File: src/rtl/pdm_pkg.sv
// Shared constants and types for the stereo PDM transmitter.
// Holds the default configuration, the full-scale and accumulator-width helpers derived from the
// PCM width, and the default-width stereo sample-pair struct.
package pdm_pkg;

  localparam int unsigned DefPcmBits    = 16;
  localparam int unsigned DefClkDivLog2 = 6;
  localparam int unsigned DefOsrLog2    = 6;

  // Full scale FS = 2^(pcm_bits-1).
  function automatic int unsigned fs_of(input int unsigned pcm_bits);
    return 32'd1 << (pcm_bits - 1);
  endfunction

  // Two guard bits keep the accumulator inside [-2FS, 2FS) without saturation.
  function automatic int unsigned acc_bits_of(input int unsigned pcm_bits);
    return pcm_bits + 2;
  endfunction

  localparam int unsigned DefFs      = fs_of(DefPcmBits);
  localparam int unsigned DefAccBits = acc_bits_of(DefPcmBits);

  // Stereo pair at the default width; the top re-declares it at its own parameterised width.
  typedef struct packed {
    logic signed [DefPcmBits-1:0] left;
    logic signed [DefPcmBits-1:0] right;
  } pcm_pair_t;

endpackage

File: src/rtl/pdm_sd_mod.sv
// First-order sigma-delta modulator for one channel.
// Ports:
//   clk     system clock
//   rst     synchronous active-high reset, clears the accumulator
//   step_i  advance the modulator by one PDM bit
//   x_i     signed PCM input
//   bit_o   current output bit (acc >= 0), valid before the step that consumes it
module pdm_sd_mod
  import pdm_pkg::*;
#(
  parameter int unsigned PCM_BITS = DefPcmBits
) (
  input  logic                       clk,
  input  logic                       rst,
  input  logic                       step_i,
  input  logic signed [PCM_BITS-1:0] x_i,
  output logic                       bit_o
);

  localparam int unsigned AccBits = acc_bits_of(PCM_BITS);
  localparam logic signed [AccBits-1:0] Fs = AccBits'(fs_of(PCM_BITS));

  logic signed [AccBits-1:0] acc_q, acc_d;
  logic signed [AccBits-1:0] x_ext;
  logic signed [AccBits-1:0] fb;

  assign bit_o = ~acc_q[AccBits-1];
  assign x_ext = {{(AccBits - PCM_BITS){x_i[PCM_BITS-1]}}, x_i};
  assign fb    = bit_o ? Fs : -Fs;

  always_comb begin
    acc_d = acc_q;
    if (step_i) begin
      acc_d = acc_q + x_ext - fb;
    end
  end

  always_ff @(posedge clk) begin
    if (rst) begin
      acc_q <= '0;
    end else begin
      acc_q <= acc_d;
    end
  end

endmodule

File: src/rtl/pdm_stereo_tx.sv
// Stereo PDM transmitter: accepts PCM pairs over valid/ready, runs one sigma-delta modulator per
// channel and drives a single time-multiplexed data line (left while pdm_clk high, right while low).
// Ports:
//   clk, rst          system clock, synchronous active-high reset
//   pcm_left/right    signed PCM sample pair
//   pcm_valid/ready   handshake; pair accepted when both are high
//   pdm_clk           generated bit clock (divider MSB)
//   pdm_data          muxed PDM bitstream, changes with each pdm_clk transition
//   sample_tick       pulse when a new pair enters the modulators
//   underrun          pulse when a frame boundary finds no pair pending (after first accept)
module pdm_stereo_tx
  import pdm_pkg::*;
#(
  parameter int unsigned PCM_BITS     = DefPcmBits,
  parameter int unsigned CLK_DIV_LOG2 = DefClkDivLog2,
  parameter int unsigned OSR_LOG2     = DefOsrLog2
) (
  input  logic                       clk,
  input  logic                       rst,
  input  logic signed [PCM_BITS-1:0] pcm_left,
  input  logic signed [PCM_BITS-1:0] pcm_right,
  input  logic                       pcm_valid,
  output logic                       pcm_ready,
  output logic                       pdm_clk,
  output logic                       pdm_data,
  output logic                       sample_tick,
  output logic                       underrun
);

  typedef struct packed {
    logic signed [PCM_BITS-1:0] left;
    logic signed [PCM_BITS-1:0] right;
  } pair_t;

  // Left step happens just before pdm_clk rises, right step just before it falls.
  localparam logic [CLK_DIV_LOG2-1:0] LeftCnt  = {1'b0, {(CLK_DIV_LOG2 - 1){1'b1}}};
  localparam logic [CLK_DIV_LOG2-1:0] RightCnt = '1;

  logic [CLK_DIV_LOG2-1:0] cnt_q, cnt_d;
  logic [OSR_LOG2-1:0]     frame_q, frame_d;
  pair_t                   hold_q, hold_d;
  pair_t                   active_q, active_d;
  logic                    hold_full_q, hold_full_d;
  logic                    primed_q, primed_d;
  logic                    data_q, data_d;
  logic                    tick_q, tick_d;
  logic                    und_q, und_d;

  logic  left_ev, right_ev, boundary, accept;
  logic  left_bit, right_bit;
  pair_t in_pair;

  assign left_ev   = (cnt_q == LeftCnt);
  assign right_ev  = (cnt_q == RightCnt);
  assign boundary  = left_ev && (frame_q == '0);
  assign pcm_ready = ~hold_full_q & ~rst;
  assign accept    = pcm_valid & pcm_ready;
  assign in_pair   = '{left: pcm_left, right: pcm_right};

  always_comb begin
    cnt_d       = cnt_q + 1'b1;
    frame_d     = right_ev ? frame_q + 1'b1 : frame_q;
    hold_d      = hold_q;
    hold_full_d = hold_full_q;
    active_d    = active_q;
    primed_d    = primed_q | accept;
    tick_d      = 1'b0;
    und_d       = 1'b0;

    if (boundary) begin
      if (hold_full_q) begin
        active_d    = hold_q;
        hold_full_d = 1'b0;
        tick_d      = 1'b1;
      end else if (accept) begin
        // Holding register empty: the incoming pair goes straight to the modulators.
        active_d = in_pair;
        tick_d   = 1'b1;
      end else begin
        und_d = primed_q;
      end
    end else if (accept) begin
      hold_d      = in_pair;
      hold_full_d = 1'b1;
    end

    data_d = data_q;
    if (left_ev) begin
      data_d = left_bit;
    end else if (right_ev) begin
      data_d = right_bit;
    end
  end

  // active_d feeds the modulators so the boundary's left step already sees the new sample.
  pdm_sd_mod #(
    .PCM_BITS (PCM_BITS)
  ) u_mod_left (
    .clk    (clk),
    .rst    (rst),
    .step_i (left_ev),
    .x_i    (active_d.left),
    .bit_o  (left_bit)
  );

  pdm_sd_mod #(
    .PCM_BITS (PCM_BITS)
  ) u_mod_right (
    .clk    (clk),
    .rst    (rst),
    .step_i (right_ev),
    .x_i    (active_d.right),
    .bit_o  (right_bit)
  );

  always_ff @(posedge clk) begin
    if (rst) begin
      cnt_q       <= '0;
      frame_q     <= '0;
      hold_q      <= '0;
      active_q    <= '0;
      hold_full_q <= 1'b0;
      primed_q    <= 1'b0;
      data_q      <= 1'b0;
      tick_q      <= 1'b0;
      und_q       <= 1'b0;
    end else begin
      cnt_q       <= cnt_d;
      frame_q     <= frame_d;
      hold_q      <= hold_d;
      active_q    <= active_d;
      hold_full_q <= hold_full_d;
      primed_q    <= primed_d;
      data_q      <= data_d;
      tick_q      <= tick_d;
      und_q       <= und_d;
    end
  end

  assign pdm_clk     = cnt_q[CLK_DIV_LOG2-1];
  assign pdm_data    = data_q;
  assign sample_tick = tick_q;
  assign underrun    = und_q;

endmodule

File: config.mk
export PLATFORM = sky130hd
export DESIGN_NAME = pdm_stereo_tx
export DESIGN_NICKNAME = d
export VERILOG_FILES = /design/src/rtl/pdm_pkg.sv /design/src/rtl/pdm_sd_mod.sv /design/src/rtl/pdm_stereo_tx.sv
export SDC_FILE = /design/constraint.sdc
export NUM_CORES = 1
export LEC_CHECK = 0
export ABC_AREA = 1
export CAP_MARGIN = 10
export CORE_MARGIN = 2
export CORE_UTILIZATION = 25
export CTS_BUF_LIST = sky130_fd_sc_hd__clkbuf_4 sky130_fd_sc_hd__clkbuf_8
export CTS_CLUSTER_DIAMETER = 60
export CTS_CLUSTER_SIZE = 40
export DETAILED_ROUTE_END_ITERATION = 12
export SYNTH_ARGS = -nofsm -noshare
export SYNTH_HDL_FRONTEND = slang
export SYNTH_SLANG_ARGS = --single-unit
export TNS_END_PERCENT = 30
File: constraint.sdc
create_clock -name clk -period 3.5 [get_ports clk]
set_input_delay 0.525 -clock clk [delete_from_list [all_inputs] [get_ports clk]]
set_output_delay 0.525 -clock clk [all_outputs]
set_load 0.03 [all_outputs]
== Word-level counts from Yosys, hierarchy flattened ==
Cells that the tools add are included.

* Bits in registers: 117
* Bits in latches: 0
* Memory bits (writable): 0
* ROM bits: 0
* Bits of input ports: 35
* Output and inout bits: 5
* Memories: 0

* Add/subtract/negate cells: 6
* Multipliers: 0
* Divide/modulo/power cells: 0
* Magnitude comparators: 0
* Equal/unequal tests: 2
* Shifts and indexed selects: 0
* Multiplexer cells: 9
* Bitwise logic cells: 8
* Reductions and logical operators: 7

{| class="wikitable"
|+ Operators by type and width
! kind !! count
|-
| $mux 32 || 3
|-
| $add 18x16->18 || 2
|-
| $mux 18 || 2
|-
| $sub 18x18->18 || 2
|-
| $add 6x1->6 const B || 2
|-
| $eq 6x5->1 const B || 1
|-
| $eq 6x6->1 const B || 1
|-
| $logic_not 6->1 || 1
|-
| $not 1->1 || 5
|-
| $mux 1 || 4
|-
| $reduce_or 2->1 || 2
|-
| $reduce_or 4->1 || 1
|-
| $and 1x1->1 || 2
|-
| $reduce_and 2->1 || 1
|-
| $reduce_bool 2->1 || 1
|-
| $logic_and 1x1->1 || 1
|-
| $or 1x1->1 || 1
|}

== Logic depth before layout (Yosys ltp) ==
* Depth in word-level cells: 8
* Depth in mapped cells: 25
* Gate-level depth less buffers: 24

== Modules after synthesis ==
Synthesis repeated with hierarchy kept, for this count alone.

* Cell total of the unflattened synthesis: 1,213
* Area, all modules: 7,758.7 um^2

{| class="wikitable"
|+ By module, submodules not included
! module !! times used !! cells each !! area an instance (um^2) !! sequential area each (um^2)
|-
| pdm_stereo_tx || 1 || 579 || 3,743.6 || 1,621.6
|-
| pdm_sd_mod at u_mod_left || 1 || 317 || 2,008.2 || 360.3
|-
| pdm_sd_mod at u_mod_right || 1 || 317 || 2,006.9 || 360.3
|}

== Least setup slack after synthesis ==
No wires, ideal clock.

* Kind: in2reg
* Start point: in rst
* End point: reg u_mod_right.acc_q[14]
* Library setup time: 117 ps
* Data arrival time: 3,118 ps
* Setup slack: 265 ps
* Cell stages on the path: 19
* Path buffers: 2
* Cell sequence: buf_4 -> nor2_2 -> nand2_1 -> inv_2 -> nor2_2 -> nor2_4 -> buf_6 -> o21ai_2 -> ha_1 -> inv_1 -> ha_1 -> nand2_1 -> nor2_1 -> nand2_1 -> or2_2 -> nand3_1 -> nand2_1 -> nor2_1 -> nor2_1

* Longest elaborated chain between the ends: 8

{| class="wikitable"
|+ Ends and longest elaborated chain
! item !! line !! RTL
|-
| from (decl) || pdm_stereo_tx.sv:19 || <nowiki>input logic rst,</nowiki>
|-
| $not 1->1 || pdm_stereo_tx.sv:56 || <nowiki>assign pcm_ready = ~hold_full_q & ~rst;</nowiki>
|-
| $and 1x1->1 || pdm_stereo_tx.sv:56 ||
|-
| named net pcm_ready || pdm_stereo_tx.sv:23 || <nowiki>output logic pcm_ready,</nowiki>
|-
| $and 1x1->1 || pdm_stereo_tx.sv:57 || <nowiki>assign accept = pcm_valid & pcm_ready;</nowiki>
|-
| $mux 32 || pdm_stereo_tx.sv:75 || <nowiki>end else if (accept) begin</nowiki>
|-
| $mux 32 || pdm_stereo_tx.sv:71 || <nowiki>if (hold_full_q) begin</nowiki>
|-
| $mux 32 || pdm_stereo_tx.sv:70 || <nowiki>if (boundary) begin</nowiki>
|-
| $add 18x16->18 || pdm_sd_mod.sv:34 || <nowiki>acc_d = acc_q + x_ext - fb;</nowiki>
|-
| $sub 18x18->18 || pdm_sd_mod.sv:34 ||
|-
| to (signal assigned) || pdm_sd_mod.sv:40 || <nowiki>acc_q <= '0;</nowiki>
|-
| to (signal assigned) || pdm_sd_mod.sv:42 || <nowiki>acc_q <= acc_d;</nowiki>
|-
| to (decl) || pdm_sd_mod.sv:23 || <nowiki>logic signed [AccBits-1:0] acc_q, acc_d;</nowiki>
|}

The timed path passes the listed nets, and every way through them passes these cells.
A chain may end at the register's enable or synchronous reset.

== Final worst setup path ==
* Start point: reg cnt_q[0]
* End point: reg u_mod_right.acc_q[12]

* Longest elaborated chain between the ends: 5
* Elaborated cells on any way between the ends: 6
* Classes of those cells: 2 x add/sub; 2 x eq/ne; 1 x mux; 1 x reduce/logical

{| class="wikitable"
|+ Ends and longest elaborated chain
! item !! line !! RTL
|-
| from (decl) || pdm_stereo_tx.sv:39 || <nowiki>logic [CLK_DIV_LOG2-1:0] cnt_q, cnt_d;</nowiki>
|-
| from (signal assigned) || pdm_stereo_tx.sv:128 || <nowiki>cnt_q <= cnt_d;</nowiki>
|-
| $eq 6x5->1 || pdm_stereo_tx.sv:53 || <nowiki>assign left_ev = (cnt_q == LeftCnt);</nowiki>
|-
| $logic_and 1x1->1 || pdm_stereo_tx.sv:55 || <nowiki>assign boundary = left_ev && (frame_q == '0);</nowiki>
|-
| $mux 32 || pdm_stereo_tx.sv:70 ||
|-
| $add 18x16->18 || pdm_sd_mod.sv:34 ||
|-
| $sub 18x18->18 || pdm_sd_mod.sv:34 ||
|}

Parallel ways exist; a longest one is shown, timed or not.

==> summary.txt <==
Main synth FF type - dfxtp_1
Setup crit start kind - flip-flop
synthesized flop and latch total - 117
Layout Nets - 1178
fin crit share - 0.9347
critical path class - reg -> reg
total gr overflow - 0
Hold Path Class - reg -> reg
DR WL/cell - 11.94 um
first-pass GRT wire length - 29260 um
post-CTS setup buffers - 0
R2R setup slack - 0.23 ns
Die H - 173.8 um
CTS tree - built
post-synthesis cell area - 0.007206 sq mm
Clk Latency, worst-skew pair - 0.46 ns
DR vias/cell - 4.375
Num CTS Buffers - 17
synth top area cells - dfxtp_1 33%, ha_1 12%, inv_1 9.0%, nand2_1 8.3%, nor2_1 7.0%
maximum fanout along the worst path - 15
worst hold path cell count - 1
Clk pin slew, worst setup/hold paths - 0.08 ns
Syn. warnings - 0
number of global-route vias before repair - 6019
skew final - 0.02367 ns
cell area after layout - 0.008542 sq mm
Yosys top cell by area - dfxtp_1
CTS root buffer - clkbuf_8
die area - 0.03020 sq mm
core area - 0.02855 sq mm
Placed Area - 0.008059 sq mm
R2R Path Start - cnt_q[0]$_SDFF_PP0_
slew margin rel. - 0.5208
clock sinks - 117
Fillers - 3132
antenna violations before repair - 0
share of the yosys chip area belonging to registers - 0.3251
number of port buffers - 39
ANT cells - 0
min cycle time layout - 3.272 ns
# IOs - 40
Pre-Repair DR Iteration Count - 5
Setup WS post-layout - 0.2285 ns
GR Util All Layers - 0.1200
Worst VDD drop - 199.2 uV
Netlist cell types - 40
htree depth - 4
final RePlAce weighted congestion - 0.8802
Crit. End Element - flip-flop
routed vias - 6427
CTS Buffer Depth - 2
1st-iter DRT viols - 401
DP Worst Slack - 0.04113 ns
Routed Antenna Nets - 0
Tot Pwr - 3012 uW
Worst Setup SP - cnt_q[0]$_SDFF_PP0_
Post-CTS Resized - 0
routed wire length - 17550 um
power per cell area - 352.6 mW/mm^2
WP data required - 3.85 ns
cell count after synthesis - 1032
DRC errors left - 0
Yosys top cell area share - 0.3251
cells on worst reg2reg path - 21
Max Slew Vio Count - 0
Pleak - 0.003985 uW
Critical Path AT - 3.62 ns
status - finished, final reports clean
Final setup viols - 0
hold path startpoint - cnt_q[0]$_SDFF_PP0_
post-synthesis area per instance - 6.982 sq um
final hold violations - 0
share of cells above drive strength 1 - 0.1005
Fmax - 0.3057 GHz
async set-reset flop share out of synthesis - 0
syn nets - 1138
Initial Util - 0.2524
largest net degree at the start of global routing - 64
Horiz. Die Dim - 173.8 um
Post-DP HPWL - 13110 um
Max Cap Violations - 0
RSZ-0062 raised after global routing - true
Layout area overhead - 18.54%
cts hold-fix bufs - 0
Slew @ Worst Pin - 0.7188 ns
reg-to-reg endpoint - u_mod_right.acc_q[12]$_SDFFE_PP0N_
setup TNS - 0 ns
hold endpoint - cnt_q[0]$_SDFF_PP0_
FP Rows - 62
number of synthesized flops with an enable pin - 0
## cell type report
cell class | instances | area [sq um] | share of cell area
sequential | 117 | 2342 | 0.2742
clock buffer | 19 | 261.5 | 0.03061
inverter | 181 | 681.9 | 0.07983
clock inverter | 13 | 193.9 | 0.02270
multi-input combinational | 697 | 4000 | 0.4683
tap | 384 | 480.5 | 0.05625
timing repair buffer | 58 | 581.8 | 0.06811
## through the flow
stage               hold WS [ns]  cells  utilization
floorplan                 0.4021   1032            -
global placement          0.4207   1437       0.2823
detailed placement        0.4253   1437       0.2823
CTS                       0.4520   1469       0.2983
global route              0.4744   1469       0.2992
finish                    0.4450   1469       0.2992
## registers in the layout, summed over array words and instances, names as in the netlist
register / count
u_mod_left.acc_q: 18
frame_q: 6
primed_q: 1
pdm_data: 1
sample_tick: 1
u_mod_right.acc_q: 18
active_q: 32
hold_q: 32
hold_full_q: 1
underrun: 1
cnt_q: 6
## power by group
group          internal (uW)  switching (uW)
registers               1360            17.3
clock network            822             616
logic                   86.0             109
## cell usage in the layout (no fill, tap or decap), types with 3 or more instances in the layout
cell             count
o21ai_0             72
buf_4               14
a21o_1               6
clkinvlp_4           4
nand3_1             56
xor2_1              10
dfxtp_1            117
xnor2_1              4
buf_12               4
a21oi_1             75
o22ai_1             27
bufinv_16            4
inv_6                3
nand2_1            159
nor2_1             135
o211ai_1             4
inv_2                6
or2_2                4
ha_1                69
nor2_2              14
clkbuf_8            19
o21ai_1             11
clkdlybuf4s50_1     38
o21bai_1             4
o21ai_2             22
inv_1              173
## worst max-delay path by stage
stage | end | slack, ns | depth (start not counted)
after floorplan | u_mod_right.acc_q[14]$_SDFFE_PP0N_ | 0.26 | 19
final | u_mod_right.acc_q[12]$_SDFFE_PP0N_ | 0.23 | 21
after CTS | u_mod_left.acc_q[17]$_SDFFE_PP0N_ | 0.07 | 22
after global placement | u_mod_left.acc_q[17]$_SDFFE_PP0N_ | 0.04 | 18
after global routing | u_mod_right.acc_q[17]$_SDFFE_PP0N_ | -0.03 | 23
after detailed placement | u_mod_left.acc_q[17]$_SDFFE_PP0N_ | 0.04 | 19
## metal layers
layer  track usage  share of wire  up-vias
li1              -              -     3396
met1        0.1539           0.49     2915
met2        0.1985           0.46      100
met3       0.02873          0.038       16
met4       0.03782          0.012        0
met5             0              0        -
## synth_stat cells, types with 4 or more instances
cell type,instances
buf_4,4
nor2_2,14
o21ai_1,11
o22ai_1,27
buf_6,5
ha_1,69
o21ai_0,72
o21bai_1,4
o21ai_2,22
buf_2,11
clkbuf_1,15
inv_2,7
nand2_1,159
inv_1,173
a21o_1,6
nand3_1,57
a21oi_1,77
dfxtp_1,117
o211ai_1,4
or2_2,4
xor2_1,10
nor2_1,135
xnor2_1,4
## critical path, stage by stage, from the launching register on
cell	delay (ns)
dfxtp_1	0.36
ha_1	0.17
nand2_1	0.08
nor2_2	0.11
nand2_2	0.12
nor2_8	0.11
nand2_4	0.10
nor2_4	0.17
buf_12	0.17
o21ai_2	0.09
ha_1	0.28
inv_1	0.04
ha_1	0.34
a21oi_1	0.27
nor2_1	0.07
nor2_1	0.14
nand2_1	0.12
nand2_1	0.11
a21o_1	0.12
nand3_1	0.06
nand2_1	0.09
inv_1	0.05
## kinds of logic after synthesis
family | Yosys count | share of synthesized area
AND/OR/NAND/NOR | 384 | 0.2263
adder cells (fa/ha/maj) | 71 | 0.1254
flip-flops | 117 | 0.3251
AO/OA/AOI/OAI | 228 | 0.1835
buffers and inverters | 218 | 0.1228
XOR/XNOR | 14 | 0.01702
No activity file was read; power rests on OpenSTA's default activity.
